## src/rtl/vision_test_ctrl_pkg.sv

```systemverilog
// Shared types and constants for the visual-acuity test controller.
// Holds the FSM state encoding, optotype directions and the LFSR definition.
package vision_test_ctrl_pkg;

  typedef enum logic [2:0] {
    IDLE,
    LOAD,
    WAIT_RESP,
    JUDGE,
    NEXT,
    DONE
  } state_t;

  localparam logic [1:0] DIR_RIGHT = 2'd0;
  localparam logic [1:0] DIR_UP    = 2'd1;
  localparam logic [1:0] DIR_LEFT  = 2'd2;
  localparam logic [1:0] DIR_DOWN  = 2'd3;

  // x^8+x^6+x^5+x^4+1 in shift-left Fibonacci form: feedback from bits 7,5,4,3
  localparam logic [7:0] LFSR_SEED = 8'hA5;
  localparam logic [7:0] LFSR_TAPS = 8'hB8;

  function automatic logic [7:0] lfsr_step(input logic [7:0] s);
    return {s[6:0], ^(s & LFSR_TAPS)};
  endfunction

endpackage

```

## src/rtl/debounce.sv

```systemverilog
// Two-flop synchroniser followed by a stability-count debouncer.
// rise pulses for one cycle when the accepted level goes from released to pressed.
module debounce #(
  parameter int DEB_CYC = 20
) (
  input  logic clk,
  input  logic rst,
  input  logic raw,
  output logic rise
);

  localparam int CW = (DEB_CYC > 1) ? $clog2(DEB_CYC) : 1;

  logic          meta;
  logic          sync;
  logic          stable;
  logic [CW-1:0] cnt;
  logic          accept;

  // The new level is taken once it has differed from the accepted one for DEB_CYC cycles
  assign accept = (sync != stable) && (cnt == CW'(DEB_CYC - 1));

  always_ff @(posedge clk or posedge rst) begin
    if (rst) begin
      meta   <= 1'b0;
      sync   <= 1'b0;
      stable <= 1'b0;
      cnt    <= '0;
      rise   <= 1'b0;
    end else begin
      meta <= raw;
      sync <= meta;
      rise <= accept & sync;
      if (sync == stable) begin
        cnt <= '0;
      end else if (accept) begin
        stable <= sync;
        cnt    <= '0;
      end else begin
        cnt <= cnt + CW'(1);
      end
    end
  end

endmodule

```

## src/rtl/vision_test_ctrl.sv

```systemverilog
// Visual-acuity test sequencer: shows a random optotype orientation, judges the
// debounced button answer, and walks the level up or down over trial blocks.
module vision_test_ctrl #(
  parameter int DEB_CYC     = 20,
  parameter int TIMEOUT_CYC = 5000,
  parameter int TRIALS      = 4,
  parameter int PASS_MIN    = 3,
  parameter int LEVELS      = 8
) (
  input  logic       clk1,
  input  logic       rst,
  input  logic       start,
  input  logic [3:0] btn,
  output logic [1:0] dir,
  output logic       show,
  output logic [2:0] level,
  output logic       hit,
  output logic       miss,
  output logic       done
);

  import vision_test_ctrl_pkg::*;

  localparam int TW = (TIMEOUT_CYC > 1) ? $clog2(TIMEOUT_CYC) : 1;
  localparam int NW = $clog2(TRIALS + 1);

  logic          start_ev;
  logic [3:0]    btn_ev;
  logic [7:0]    lfsr;
  state_t        state;
  state_t        state_nxt;
  logic [TW-1:0] tmo_cnt;
  logic [NW-1:0] trial_cnt;
  logic [NW-1:0] correct_cnt;
  logic          verdict;
  logic          tmo_hit;
  logic          pass;

  logic          clr_all;
  logic          clr_cnt;
  logic          do_load;
  logic          decide;
  logic          do_judge;
  logic          lvl_up;
  logic          lvl_down;

  // Correct only when the single edge present is the one matching the shown direction
  function automatic logic single_match(input logic [3:0] ev, input logic [1:0] d);
    return ev == (4'b0001 << d);
  endfunction

  debounce #(.DEB_CYC(DEB_CYC)) u_start (
    .clk  (clk1),
    .rst  (rst),
    .raw  (start),
    .rise (start_ev)
  );

  for (genvar i = 0; i < 4; i++) begin : g_btn
    debounce #(.DEB_CYC(DEB_CYC)) u_btn (
      .clk  (clk1),
      .rst  (rst),
      .raw  (btn[i]),
      .rise (btn_ev[i])
    );
  end

  always_ff @(posedge clk1 or posedge rst) begin
    if (rst) lfsr <= LFSR_SEED;
    else     lfsr <= lfsr_step(lfsr);
  end

  assign tmo_hit = (tmo_cnt == TW'(TIMEOUT_CYC - 1));
  assign pass    = int'(correct_cnt) >= PASS_MIN;
  assign show    = (state == WAIT_RESP);
  assign done    = (state == DONE);
  assign clr_cnt = clr_all | lvl_up;

  always_ff @(posedge clk1 or posedge rst) begin
    if (rst) state <= IDLE;
    else     state <= state_nxt;
  end

  always_comb begin
    state_nxt = state;
    clr_all   = 1'b0;
    do_load   = 1'b0;
    decide    = 1'b0;
    do_judge  = 1'b0;
    lvl_up    = 1'b0;
    lvl_down  = 1'b0;
    case (state)
      IDLE, DONE: begin
        if (start_ev) begin
          clr_all   = 1'b1;
          state_nxt = LOAD;
        end
      end
      LOAD: begin
        do_load   = 1'b1;
        state_nxt = WAIT_RESP;
      end
      WAIT_RESP: begin
        if ((btn_ev != 4'b0000) || tmo_hit) begin
          decide    = 1'b1;
          state_nxt = JUDGE;
        end
      end
      JUDGE: begin
        do_judge  = 1'b1;
        state_nxt = NEXT;
      end
      NEXT: begin
        if (int'(trial_cnt) < TRIALS) begin
          state_nxt = LOAD;
        end else if (pass && (level < 3'(LEVELS - 1))) begin
          lvl_up    = 1'b1;
          state_nxt = LOAD;
        end else begin
          lvl_down  = ~pass;
          state_nxt = DONE;
        end
      end
      default: state_nxt = IDLE;
    endcase
  end

  always_ff @(posedge clk1 or posedge rst) begin
    if (rst) begin
      dir         <= DIR_RIGHT;
      level       <= 3'd0;
      trial_cnt   <= '0;
      correct_cnt <= '0;
      tmo_cnt     <= '0;
      verdict     <= 1'b0;
      hit         <= 1'b0;
      miss        <= 1'b0;
    end else begin
      hit  <= do_judge & verdict;
      miss <= do_judge & ~verdict;

      if (clr_all) begin
        level <= 3'd0;
      end else if (lvl_up) begin
        level <= level + 3'd1;
      end else if (lvl_down && (level != 3'd0)) begin
        level <= level - 3'd1;
      end

      // Never repeat the previous orientation: bump the candidate by one quadrant
      if (do_load) begin
        dir     <= (lfsr[1:0] == dir) ? lfsr[1:0] + 2'd1 : lfsr[1:0];
        tmo_cnt <= '0;
      end else if ((state == WAIT_RESP) && !tmo_hit) begin
        tmo_cnt <= tmo_cnt + TW'(1);
      end

      if (decide) verdict <= single_match(btn_ev, dir);

      if (clr_cnt) begin
        trial_cnt   <= '0;
        correct_cnt <= '0;
      end else if (do_judge) begin
        if (int'(trial_cnt) < TRIALS) trial_cnt <= trial_cnt + NW'(1);
        if (verdict && (int'(correct_cnt) < TRIALS)) correct_cnt <= correct_cnt + NW'(1);
      end
    end
  end

endmodule

```

## config.mk

```make
export PLATFORM = sky130hd
export DESIGN_NAME = vision_test_ctrl
export DESIGN_NICKNAME = d
export VERILOG_FILES = /design/src/rtl/vision_test_ctrl_pkg.sv /design/src/rtl/debounce.sv /design/src/rtl/vision_test_ctrl.sv
export SDC_FILE = /design/constraint.sdc
export NUM_CORES = 1
export LEC_CHECK = 0
export CORE_MARGIN = 10
export CORE_UTILIZATION = 43
export CTS_CLUSTER_SIZE = 24
export DETAILED_ROUTE_END_ITERATION = 8
export PLACE_DENSITY_LB_ADDON = 0.2
export SYNTH_ARGS = -nofsm -noshare
export SYNTH_HDL_FRONTEND = slang
export SYNTH_HIERARCHICAL = 1
export SYNTH_SLANG_ARGS = --single-unit
```

## constraint.sdc

```tcl
create_clock -name clk1 -period 3.3 [get_ports clk1]
set_input_delay 0.33 -clock clk1 [delete_from_list [all_inputs] [get_ports clk1]]
set_output_delay 0.33 -clock clk1 [all_outputs]
set_load 0.02 [all_outputs]
```

## Yosys cells after proc, flatten, opt, wreduce, memory -nomap -nowiden

Cells that the tools add are included.

| operators by class | value |
|---|---|
| add/subtract/negate cells | 11 |
| magnitude comparators | 4 |
| eq/ne operators | 25 |
| shift-type cells | 1 |
| muxes and demuxes | 39 |
| bitwise logic cells | 15 |
| reduce and logical (&&, ||, !) cells | 29 |

Operators with widths:

| cell | count |
|---|---|
| $mux 5 | 10 |
| $mux 3 | 13 |
| $mux 13 | 2 |
| $add 5x1->5 const B | 5 |
| $eq 5x5->1 const B | 5 |
| $reduce_and 2->1 | 8 |
| $pmux 3 s5 | 1 |
| $add 13x1->13 const B | 1 |
| $eq 13x13->1 const B | 1 |
| $mux 1 | 12 |
| $add 3x1->3 const B | 3 |
| $logic_and 1x1->1 | 9 |
| $lt 3x3->1 const B | 3 |
| $reduce_bool 2->1 | 4 |
| $reduce_xor 8->1 | 1 |
| $and 1x1->1 | 7 |
| $not 1->1 | 7 |
| $eq 3x2->1 const B | 2 |
| $eq 3x3->1 const B | 2 |
| $reduce_bool 3->1 | 2 |
| $eq 1x1->1 | 5 |
| $ne 1x1->1 | 5 |
| $eq 4x4->1 | 1 |
| $ne 2x1->1 const B | 2 |
| other kinds (13) | 13 |

| storage, ports and cells | value |
|---|---|
| register bits | 83 |
| input bits | 7 |
| output and inout port bits | 9 |
| word-level logic and storage cells | 159 |

## Longest topological paths before layout

Gate-level depths: netlist (run 1).

| logic depth | value |
|---|---|
| depth after elaboration | 9 |
| gate-level depth with buffers | 10 |
| depth with buffers taken out | 10 |

## By module

The synthesis (run 1) kept the hierarchy.

Modules (own cells, without submodules):

| module | instances | cells an instance | area an instance (µm²) | sequential area each (µm²) |
|---|---|---|---|---|
| vision_test_ctrl | 1 | 194 | 1915.6 | 955.9 |
| debounce | 5 | 26 | 361.6 | 225.2 |

## Worst setup path after synthesis (run 1)

OpenSTA, ideal clock, no wires.

| timing path | value |
|---|---|
| path kind | reg2reg |
| start | reg correct_cnt[0] |
| end | reg level[2] |
| library setup time | 0.094 ns |
| arrival | 2.351 ns |
| data required time | 3.206 ns |
| slack | 0.855 ns |
| stages on the path, launching flop included | 10 |
| buffers on the path | 0 |
| clock period less this slack | 2.445 ns |
| cell sequence | dfrtp_1 -> ha_1 -> ha_1 -> a211oi_1 -> a31oi_1 -> nand2_1 -> fa_1 -> xnor2_1 -> or3_1 -> a211oi_1 |

| between the ends | value |
|---|---|
| longest elaborated chain between the ends | 7 |
| elaborated cells between the ends (all ways) | 13 |
| classes of those cells | 1 x order compare; 8 x mux; 1 x bitwise; 3 x reduce/logical |

RTL lines:

| item | RTL line | text |
|---|---|---|
| start: declaration | vision_test_ctrl.sv:34 | `logic [NW-1:0] correct_cnt;` |
| $ge 3x2->1 * | vision_test_ctrl.sv:74 | `assign pass = int'(correct_cnt) >= PASS_MIN;` |
| $logic_and 1x1->1 or $not 1->1 (tied branches) | vision_test_ctrl.sv:116, vision_test_ctrl.sv:120 |  |
| $mux 1 | vision_test_ctrl.sv:116 | `end else if (pass && (level < 3'(LEVELS - 1))) begin` |
| $mux 1 | vision_test_ctrl.sv:114 | `if (int'(trial_cnt) < TRIALS) begin` |
| $mux 1 | vision_test_ctrl.sv:92 | `case (state)` |
| $mux 3 or $logic_and 1x1->1 (tied branches) | vision_test_ctrl.sv:144, vision_test_ctrl.sv:146 |  |
| $mux 3 or $reduce_bool 3->1 (tied branches) | n/a |  |
| end signal: assignment | vision_test_ctrl.sv:145 | `level <= level + 3'd1;` |
| end signal: assignment | vision_test_ctrl.sv:147 | `level <= level - 3'd1;` |
| end: declaration | vision_test_ctrl.sv:16 | `output logic [2:0] level,` |

Every way passes the cells marked *; elsewhere a longest branch is shown, timed or not.
A chain may end at the register's enable or synchronous reset.

## Worst setup path after layout (run 1)

| timing path | value |
|---|---|
| start | reg state[2] |
| end | reg level[2] |

| between the ends | value |
|---|---|
| longest elaborated chain between the ends | 4 |
| elaborated cells between the ends (all ways) | 11 |
| classes of those cells | 2 x eq/ne; 5 x mux; 4 x reduce/logical |

RTL lines:

| item | RTL line | text |
|---|---|---|
| start: declaration | vision_test_ctrl.sv:30 | `state_t state;` |
| start signal: assignment | vision_test_ctrl.sv:81 | `else state <= state_nxt;` |
| $eq 3x3->1 or $logic_not 3->1 (tied branches) | vision_test_ctrl.sv:92 |  |
| $reduce_or 2->1 or $mux 1 (tied branches) | vision_test_ctrl.sv:92 |  |
| $mux 1, or another cell as far along | vision_test_ctrl.sv:92 |  |
| $reduce_bool 3->1 (no source line) or $mux 3 (tied branches) | n/a |  |

Parallel ways exist; a longest one is shown, timed or not.

==> summary.txt, run 1 <==
Synth
  • YS warnings: 6
  • Async SR Flop Fraction: 1.000
  • Number of synthesized flops with an enable pin: 0
  • Post-synth top flop: dfrtp_1
  • Mapped Nets: 341
  • Seq/Total Area, Yosys: 0.5591
  • Post-Syn Area: approximately 3700 sq um
  • Yosys reg bits: 83
  • Syn Inst Count: 324
  • Yosys cell types: 48
  • Mapped Avg Cell Area: 11.49 sq um

Floorplanning
  • Die Y-Extent: between 100 and 150 um
  • Boundary pin count: 16
  • Die area: around 13000 sq um
  • Num rows: 33
  • Core footprint: 8341 sq um
  • DIE WIDTH: between 100 and 150 um
  • Initial core utilization: 0.4464

STA
  • Achievable clock frequency: 383.1 MHz
  • Period utilization: 0.7910
  • Skew final: just over 0.009 ns
  • Max_slew headroom: 0.4937
  • Hold Vio Cnt, Final: 0
  • Hold_ws: between 0.3 and 0.4 ns
  • Unrepaired setup endpoints after global routing: false
  • TNS Setup: 0 ns
  • Max-slew violation count: 0
  • Slew @ Worst Pin: about 0.75 ns
  • # setup viols final: 0
  • Min Clock Period, post-route: approximately 2.6 ns

Worst setup path
  • CP endpoint kind: flip-flop
  • Worst endpoint required time: roughly 3.6 ns
  • Critical path launch point type: flip-flop
  • CP delay by family, top: simple AND/OR/NAND/NOR gates
  • CP startpoint: state[2]$_DFFE_PP0P_
  • Setup crit end: level[2]$_DFFE_PP0P_
  • CP bufs+invs: 0
  • Slowest CP cell: nor4bb_1
  • CP max stage delay: ~0.7 ns
  • RR Endpoint: level[2]$_DFFE_PP0P_
  • Worst EP arrival: between 2 and 3 ns
  • R2r startpoint: state[2]$_DFFE_PP0P_
  • Stages on worst setup path: 6
  • Crit-path cells: nor4bb_1 > nand2_1 > fa_1 > xnor2_1 > or3_1 > a211oi_1
  • Flop2flop setup slack: between 0.6 and 0.7 ns
  • Worst Path Class, Setup: flip-flop to flip-flop
  • Worst r2r path cells: 6
  • Worst-path maximum fanout: 11

CTS
  • CTS hold repair buffers: 0
  • Clock transition at path regs: ~0.080 ns
  • Clock root cell: clkbuf_8
  • Postcts setup bufs: 0
  • Clock latency on the worst-skew pair: 0.35 ns
  • CTS buffer count: 9
  • Max H-tree Level: 3
  • PostCTS Resize Cnt: 0
  • CTS max path bufs: 2
  • CTS tree: yes
  • Total clock sinks: 83

Route
  • Wire per inst: about 13 um
  • M1 WL: 2971 um
  • DRC violation count after routing: 0
  • Final antenna-violating net count: 0
  • Wire length on met2: approximately 2600 um
  • DR vias: roughly 2300
  • Met3 Wirelength: 240 um
  • DR vias/cell: 5.068
  • Post-Route WL: 5913 um
  • Top sig layer: met4
  • Drt pass-1 iters: 5
  • Initial drt markers: 87

Worst hold path
  • Worst Hold Path Cells: 0
  • HP Class: flip-flop to flip-flop

Power and ir drop
  • VDD IR max: between 200 and 250 uV
  • Pwr Density: approximately 580 nW/um^2
  • Post-layout power: ~2.5 mW
  • P_leak: between 1.5 and 2 nW

Placed design
  • Gpl congestion: 0.7447
  • Dpl hpwl: ~4200 um
  • I/O Buffers: 15

Global route
  • Vias in the first global route: 2312
  • First-pass GRT wire length: between 10000 and 15000 um
  • All-layer global routing usage: 0.1000
  • Initial antenna violation count: 0
  • Largest net degree at the start of global routing: 25
  • Aggregate global routing overflow: 0

Finish
  • Share of cells above drive strength 1: 0.1080
  • Seq. cell area: 2082 sq um
  • FILL cells: roughly 730
  • Final Util: 0.5105
  • Most frequent cells in the layout: dfrtp_1, nor2_1, nand2_1
  • Multi-input gate area: between 1500 and 2000 sq um
  • N_diodes: 0
  • Synth-to-Final Area Change: 14.35%
  • # nets final: approximately 360
  • Commonest non-fill, non-tap cell in the layout: dfrtp_1

Run
  • Max-cap violation count: 0

Outcome
  • Outcome: finished clean
## cells in the mapped netlist (2+ instances only)
cell type / count / share of area
mux2_4: 5 / 0.020
nand4_1: 4 / 0.0067
nor4b_1: 2 / 0.0047
or3_1: 4 / 0.0067
dfstp_2: 4 / 0.028
inv_1: 13 / 0.013
a31oi_1: 3 / 0.0050
nor2_1: 47 / 0.047
nor4_1: 6 / 0.010
nand2b_1: 2 / 0.0034
nor3_1: 3 / 0.0040
a21oi_1: 11 / 0.015
xnor2_1: 13 / 0.031
o21ai_0: 7 / 0.0094
a311oi_1: 2 / 0.0047
clkbuf_1: 4 / 0.0040
nor2b_1: 2 / 0.0034
ha_1: 9 / 0.030
xor2_1: 20 / 0.047
nand3_1: 14 / 0.019
nor3b_1: 6 / 0.012
nand4bb_4: 5 / 0.037
a211oi_1: 4 / 0.0081
and2_1: 5 / 0.0084
nand4b_1: 2 / 0.0047
mux2i_1: 4 / 0.011
nand2_1: 23 / 0.023
dfrtp_1: 79 / 0.53
a21o_1: 2 / 0.0040
## layer usage
layer | GRT usage | vias to the layer above
met2 | 0.1490 | 36
met1 | 0.1301 | 1107
li1 | - | 1164
met5 | 0 | -
met4 | 0.05076 | 0
met3 | 0.02747 | 9
## cell families (layout without fill, tap and decap cells)
kind of cell / after synthesis / after routing / synth area share
compound gates: 35 / 35 / 0.05948
buf+inv: 19 / 47 / 0.02117
fa+ha+maj: 10 / 10 / 0.03562
simple gates: 134 / 134 / 0.2130
flops: 83 / 83 / 0.5591
xor+xnor: 33 / 33 / 0.07762
mux: 10 / 10 / 0.03394
## worst register-to-register path: stages, from the launching register on
cell and delay (ns):
dfrtp_1 0.51, nor4bb_1 0.72, nand2_1 0.15, fa_1 0.48, xnor2_1 0.16, or3_1 0.30
a211oi_1 0.20
## how the worst min path moves through the flow
stage | from | slack, ns | end
3_5_place_dp | g_btn[0].u_btn/meta$_DFF_PP0_ | 0.34 | g_btn[0].u_btn/sync$_DFF_PP0_
2_1_floorplan | rst | 0.16 | g_btn[0].u_btn/cnt[0]$_DFF_PP0_
5_1_grt | g_btn[0].u_btn/meta$_DFF_PP0_ | 0.37 | g_btn[0].u_btn/sync$_DFF_PP0_
6_report | g_btn[0].u_btn/meta$_DFF_PP0_ | 0.35 | g_btn[0].u_btn/sync$_DFF_PP0_
4_1_cts | g_btn[0].u_btn/meta$_DFF_PP0_ | 0.35 | g_btn[0].u_btn/sync$_DFF_PP0_
3_3_place_gp | g_btn[3].u_btn/meta$_DFF_PP0_ | 0.33 | g_btn[3].u_btn/sync$_DFF_PP0_
## power breakdown
group,switching [mW],internal (mW)
clock,0.353,0.564
combinational,0.202,0.161
sequential,0.0912,1.09
total,0.646,1.82
## cell type report
class,instances,share of cell area
sequential,83,0.4890
multi-input combinational,222,0.3670
timing repair buffer,18,0.04055
clock buffer,12,0.03879
tap,105,0.03086
clock inverter,4,0.02233
inverter,13,0.01146
## stage by stage
stage               instance area (sq um)  instances  worst slack [ns]
CTS                                  4258        457            0.7344
finish                               4258        457            0.6898
global route                         4258        457            0.4831
global placement                     3998        441            0.7978
detailed placement                   3998        441            0.7447
floorplan                            3724        324            0.8552
## flip-flops by register name, summed over array words and instances, names as in the netlist, 4 cells and up
name	cells
tmo_cnt	13
lfsr	8
g_btn.u_btn/sync	4
g_btn.u_btn/stable	4
g_btn.u_btn/rise	4
g_btn.u_btn/cnt	20
g_btn.u_btn/meta	4
u_start/cnt	5
Power figures use the tool's default switching activity.
==> run 2, diff against run 1 <==
==> constraint.sdc (replaced) <==
create_clock -name clk1 -period 2.3 [get_ports clk1]
set_input_delay 0.23 -clock clk1 [delete_from_list [all_inputs] [get_ports clk1]]
set_output_delay 0.23 -clock clk1 [all_outputs]
set_load 0.02 [all_outputs]
==> run 2 against run 1 <==
Clock skew rose by 0.0017 ns. First-iteration DRC count shrank 31%. Clock power up 31%. Critical endpoint is now show. Largest cell class unchanged.
==> summary.txt, run 2 (synthesis results as in run 1) <==
STA
  • Slew @ Worst Pin: 0.5711 ns (-0.1781 ns)
  • Hold Vio Cnt, Final: 0 (unchanged)
  • Achievable clock frequency: approximately 460 MHz
  • Max-slew violation count: 0 (unchanged)
  • Unrepaired setup endpoints after global routing: false
  • Min Clock Period, post-route: between 2 and 2.5 ns
  • Skew final: 0.01084 ns (+0.001679 ns)
  • TNS Setup: 0 ns (unchanged)
  • # setup viols final: 0 (unchanged)
  • Max_slew headroom: 0.6158 (+0.1221)
  • Period utilization: 0.9494

Power and ir drop
  • VDD IR max: 407.3 uV (+63%)
  • Flop pwr share: 0.481 (about the same)
  • Clk pwr share: 0.347 (-0.025)
  • Pwr Density: 806.6 nW/um^2 (+39%)
  • Cell internal pwr: 2.504 mW (+38%)
  • Combinational share of power: 0.172 (+0.025)
  • Sw frac: 0.2780 (+0.01595)
  • Psw: 0.9645 mW (+49%)
  • P_leak: 1.967 nW (+1.1%)
  • Post-layout power: 3.469 mW (+41%)

Finish
  • Synth-to-Final Area Change: 15.49%
  • Commonest non-fill, non-tap cell in the layout: dfrtp_1
  • Most frequent cells in the layout: dfrtp_1, nor2_1, nand2_1
  • # nets final: 371 (+1.9%)
  • Biggest registers after layout: g_btn.u_btn/cnt (20), tmo_cnt (13), lfsr (8)
  • Max FFs per register: 20 (unchanged)
  • N_diodes: 0 (unchanged)
  • Top reg by flops: g_btn.u_btn/cnt
  • Share of cells above drive strength 1: 0.1337 (+0.02575)

Global route
  • First-pass GRT wire length: 11080 um (+3.7%)
  • Initial antenna violation count: 0 (unchanged)
  • Vias in the first global route: 2444 (+5.7%)
  • Aggregate global routing overflow: 0 (unchanged)
  • Largest net degree at the start of global routing: 39 (+56%)
  • All-layer global routing usage: 0.1036 (+0.003594)

Route
  • Wire per inst: 13.30 um (+2.8%)
  • Drt pass-1 iters: 4 (-1)
  • DR vias: 2382 (+2.8%)
  • DRC violation count after routing: 0 (unchanged)
  • Initial drt markers: 60 (-31%)
  • Post-Route WL: 6173 um (+4.4%)
  • DR vias/cell: 5.134 (+1.3%)
  • Final antenna-violating net count: 0 (unchanged)

Worst setup path
  • Worst EP arrival: 1.95 ns (-0.92 ns)
  • CP endpoint kind: output pin
  • Critical path launch point type: flip-flop
  • R2r startpoint: correct_cnt[1]$_DFFE_PP0P_
  • Worst Path Class, Setup: flip-flop to output pin
  • CP startpoint: state[0]$_DFFE_PP0P_
  • Worst endpoint required time: 2.07 ns (-1.49 ns)
  • Worst-path maximum fanout: 13 (+2)

Floorplanning
  • Core footprint: 8341 sq um (unchanged)
  • DIE WIDTH: 113.1 um (unchanged)
  • Num rows: 33 (unchanged)
  • Die area: 12780 sq um (unchanged)
  • Boundary pin count: 16 (unchanged)
  • Die Y-Extent: 113.1 um (unchanged)
  • Initial core utilization: 0.4464 (unchanged)

CTS
  • CTS max path bufs: 2 (unchanged)
  • CTS tree: yes
  • Clock transition at path regs: 0.08 ns (about the same)
  • Clock root cell: clkbuf_8
  • Max H-tree Level: 3 (unchanged)
  • Total clock sinks: 83 (unchanged)
  • Clock latency on the worst-skew pair: 0.35 ns (about the same)
  • CTS buffer count: 9 (unchanged)

Placed design
  • Dpl hpwl: 4334 um (+3.9%)
  • Gpl congestion: 0.7959 (+6.9%)
  • I/O Buffers: 15 (unchanged)

Worst hold path
  • HP Class: primary input to flip-flop
  • Hold_sp: btn[2]

Run
  • Max-cap violation count: 0 (unchanged)

Outcome
  • Outcome: finished clean
## run 2: metal layers
metal / GRT usage / part of all wire / vias up
met5: 0 / 0 / -
met1: 0.1299 / 0.50 / 1167
met3: 0.03962 / 0.056 / 10
met4: 0.03553 / 0.013 / 0
met2: 0.1598 / 0.43 / 33
li1: - / - / 1172
## run 2: final timing paths
path / cells past startpoint / end / slack (ns)
max: 3 / show / 0.12
min: 1 / g_btn[2].u_btn/meta$_DFF_PP0_ / 0.31
max reg2reg: 9 / level[2]$_DFFE_PP0P_ / 0.14
min reg2reg: 0 / g_btn[3].u_btn/sync$_DFF_PP0_ / 0.35
max in group asynchronous: 3 / lfsr[0]$_DFF_PP1_ / 1.45
min in group asynchronous: 2 / g_btn[2].u_btn/stable$_DFFE_PP0P_ / 0.35
## run 2: power by group through the flow
| stage | Clock (mW) | Sequential [mW] | Combinational [mW] |
|---|---|---|---|
| after floorplan | 0 | 1.69 | 0.421 |
| after global placement | 0 | 1.69 | 0.591 |
| after detailed placement | 0 | 1.70 | 0.601 |
| after CTS | 1.25 | 1.67 | 0.604 |
| after global routing | 1.31 | 1.69 | 0.673 |
| final | 1.20 | 1.67 | 0.595 |
## run 2: metrics by stage
step / instance area (sq um) / utilization / hold WS [ns] / instances / setup slack, ns
2_1_floorplan: 3735 / - / 0.05792 / 324 / 0.009379
3_3_place_gp: 4054 / 0.4860 / 0.3327 / 447 / 0.1050
3_5_place_dp: 4054 / 0.4860 / 0.3364 / 447 / 0.05933
4_1_cts: 4290 / 0.5144 / 0.3001 / 463 / 0.03782
5_1_grt: 4300 / 0.5156 / 0.2892 / 464 / 0.001855
6_report: 4300 / 0.5156 / 0.3138 / 464 / 0.1163
## run 2: final cells by class
type	instances	area (sq um)
Clock buffer	11	151.4
Clock inverter	5	85.08
Fill cell	745	4040
Inverter	13	48.80
Multi-Input combinational cell	222	1577
Sequential cell	83	2082
Tap cell	105	131.4
Timing Repair Buffer	25	225.2
## run 2: timing repair
item                       4_1_cts  5_1_grt
setup endpoints to repair        0        1
buffers inserted                 0        1
gates resized for setup          0        2
hold buffers                     0        0
## run 2: critical path, cell delays in order, from the launching register on
cell             delay, ns
dfrtp_1               0.41
or3b_4                0.48
inv_1                 0.11
clkdlybuf4s50_1       0.60
==> run 3, diff against run 2 <==
--- a/config.mk
+++ b/config.mk
@@ -5,6 +5,8 @@
 export SDC_FILE = /design/constraint.sdc
 export NUM_CORES = 1
 export LEC_CHECK = 0
+export CELL_PAD_IN_SITES_DETAIL_PLACEMENT = 1
+export CELL_PAD_IN_SITES_GLOBAL_PLACEMENT = 1
 export CORE_MARGIN = 10
 export CORE_UTILIZATION = 43
 export CTS_CLUSTER_SIZE = 24
==> run 3 against run 2 <==
Clock power barely moved. Count of clock-buffer cells in the layout fell by 2. Design area rose by 0.29%. Global-route usage rose by 1.7 points. Fmax fell by 0.32%. Setup slack got worse by 0.0069 ns. Utilization rose by 0.15 points. Largest power group unchanged.
==> summary.txt, run 3 (synthesis results as in run 1) <==
Outcome
  • Outcome: finished clean

Worst setup path
  • RR Endpoint: level[2]$_DFFE_PP0P_
  • Slowest CP cell: dfrtp_1
  • CP delay by family, top: adder cells
  • Crit path top cell by count: ha_1
  • Flop2flop setup slack: 0.11 ns (-0.03 ns)
  • Worst-path maximum fanout: 5 (-8)
  • R2r startpoint: correct_cnt[1]$_DFFE_PP0P_
  • Worst EP arrival: 2.46 ns (+0.51 ns)
  • Crit-path cells: ha_1 > ha_1 > a211oi_2 > a31oi_1 > nand2_1 > fa_2 > xnor2_1 > or3_1 > a211oi_1
  • CP bufs+invs: 0 (-2)
  • Critical path launch point type: flip-flop
  • Worst endpoint required time: 2.57 ns (+0.50 ns)
  • CP startpoint: correct_cnt[1]$_DFFE_PP0P_
  • CP endpoint kind: flip-flop
  • CP max stage delay: 0.39 ns (-0.21 ns)
  • Worst Path Class, Setup: flip-flop to flip-flop
  • Worst r2r path cells: 9 (unchanged)

Finish
  • Most frequent cells in the layout: dfrtp_1, nor2_1, nand2_1
  • Final instance area: 4313 sq um (+0.29%)
  • Biggest registers after layout: g_btn.u_btn/cnt (20), tmo_cnt (13), lfsr (8)
  • Top reg by flops: g_btn.u_btn/cnt
  • Commonest non-fill, non-tap cell in the layout: dfrtp_1
  • N_diodes: 0 (unchanged)
  • Synth-to-Final Area Change: 15.83%
  • Max FFs per register: 20 (unchanged)
  • # nets final: 374 (+0.81%)
  • Share of cells above drive strength 1: 0.1409 (+0.007179)

Route
  • DR vias: 2434 (+2.2%)
  • Initial drt markers: 62 (+3.3%)
  • DR vias/cell: 5.212 (+1.5%)
  • DRC violation count after routing: 0 (unchanged)
  • Final antenna-violating net count: 0 (unchanged)
  • Drt pass-1 iters: 4 (unchanged)
  • Post-Route WL: 7326 um (+19%)
  • Wire per inst: 15.69 um (+18%)

CTS
  • Max H-tree Level: 3 (unchanged)
  • Clock root cell: clkbuf_8
  • Clock transition at path regs: 0.09 ns (about the same)
  • Total clock sinks: 83 (unchanged)
  • CTS max path bufs: 2 (unchanged)
  • CTS buffer count: 9 (unchanged)
  • CTS tree: yes
  • Clock latency on the worst-skew pair: 0.36 ns (about the same)

Floorplanning
  • DIE WIDTH: 113.1 um (unchanged)
  • Num rows: 33 (unchanged)
  • Die area: 12780 sq um (unchanged)
  • Die Y-Extent: 113.1 um (unchanged)
  • Initial core utilization: 0.4464 (unchanged)
  • Boundary pin count: 16 (unchanged)
  • Core footprint: 8341 sq um (unchanged)

Power and ir drop
  • VDD IR max: 452.4 uV (+11%)
  • P_leak: 1.984 nW (+0.87%)
  • Pwr Density: 800.3 nW/um^2 (-0.79%)

Run
  • Max-cap violation count: 0 (unchanged)

Global route
  • Largest net degree at the start of global routing: 39 (unchanged)
  • Vias in the first global route: 2696 (+10%)
  • Initial antenna violation count: 0 (unchanged)
  • All-layer global routing usage: 0.1209 (+0.01725)
  • Aggregate global routing overflow: 0 (unchanged)
  • First-pass GRT wire length: 12820 um (+16%)

STA
  • # setup viols final: 0 (unchanged)
  • Max-slew violation count: 0 (unchanged)
  • Slew @ Worst Pin: 0.5776 ns (+0.006530 ns)
  • Unrepaired setup endpoints after global routing: true
  • Period utilization: 0.9525 (+0.003019)
  • Min Clock Period, post-route: 2.191 ns (+0.006944 ns)
  • Hold Vio Cnt, Final: 0 (unchanged)
  • Achievable clock frequency: 456.5 MHz (-0.32%)
  • Skew final: 0.007370 ns (-0.003475 ns)
  • Max_slew headroom: 0.6120 (-0.003805)
  • Worst setup margin: 0.1094 ns (-0.006944 ns)
  • Hold_ws: 0.3051 ns (-0.008761 ns)

Placed design
  • Dpl ws: -0.0004245 ns (-0.05975 ns)
  • I/O Buffers: 15 (unchanged)
  • Placed inst area: 4069 sq um (+0.37%)
  • Gpl congestion: 0.7679 (-3.5%)
  • Dpl hpwl: 5237 um (+21%)

Worst hold path
  • Worst Hold Endpoint: g_btn[3].u_btn/meta$_DFF_PP0_
  • Hold_sp: btn[3]
  • Worst Hold Path Cells: 1 (unchanged)
  • HP Class: primary input to flip-flop
[run 3: layout make-up]
cell class / instances / area, sq um
clock buffer: 9 / 123.9
clock inverter: 7 / 100.1
fill: 882 / 4028
inverter: 13 / 48.80
multi-input combinational: 222 / 1577
sequential: 83 / 2082
tap: 105 / 131.4
timing repair buffer: 28 / 250.2
[run 3: repair_timing]
action	CTS	global route
setup buffers	1	1
hold buffers	0	0
gates resized for setup	0	3
endpoints found under the setup margin	1	2
[run 3: how the worst max path moves through the flow]
stage                                 to  cells after the start
floorplan           level[2]$_DFFE_PP0P_                      7
global placement    level[2]$_DFFE_PP0P_                      9
detailed placement  level[2]$_DFFE_PP0P_                      9
CTS                 level[2]$_DFFE_PP0P_                      9
global route        level[2]$_DFFE_PP0P_                      9
finish              level[2]$_DFFE_PP0P_                      9
[run 3: metrics by stage]
step                      utilization  std cells    TNS [ns]  total power [mW]
after floorplan                     -        324           0             2.107
after global placement         0.4878        449           0             2.287
after detailed placement       0.4878        449  -0.0004245             2.315
after CTS                      0.5156        466           0             3.509
after global routing           0.5171        467    -0.04106             3.658
final                          0.5171        467           0             3.451
[run 3: report_power, final]
part           switching [mW]  total (mW)  leakage [nW]  internal (mW)
Combinational           0.340       0.599         0.783          0.259
Sequential              0.111        1.68          1.10           1.57
Clock                   0.553        1.17         0.102          0.618
[run 3: routing by layer]
layer,up-vias,track usage,wire length [um]
li1,1178,-,-
met1,1230,0.1495,3405
met2,18,0.1947,3576
met3,8,0.03539,243
met4,0,0.04569,100
met5,-,0,0
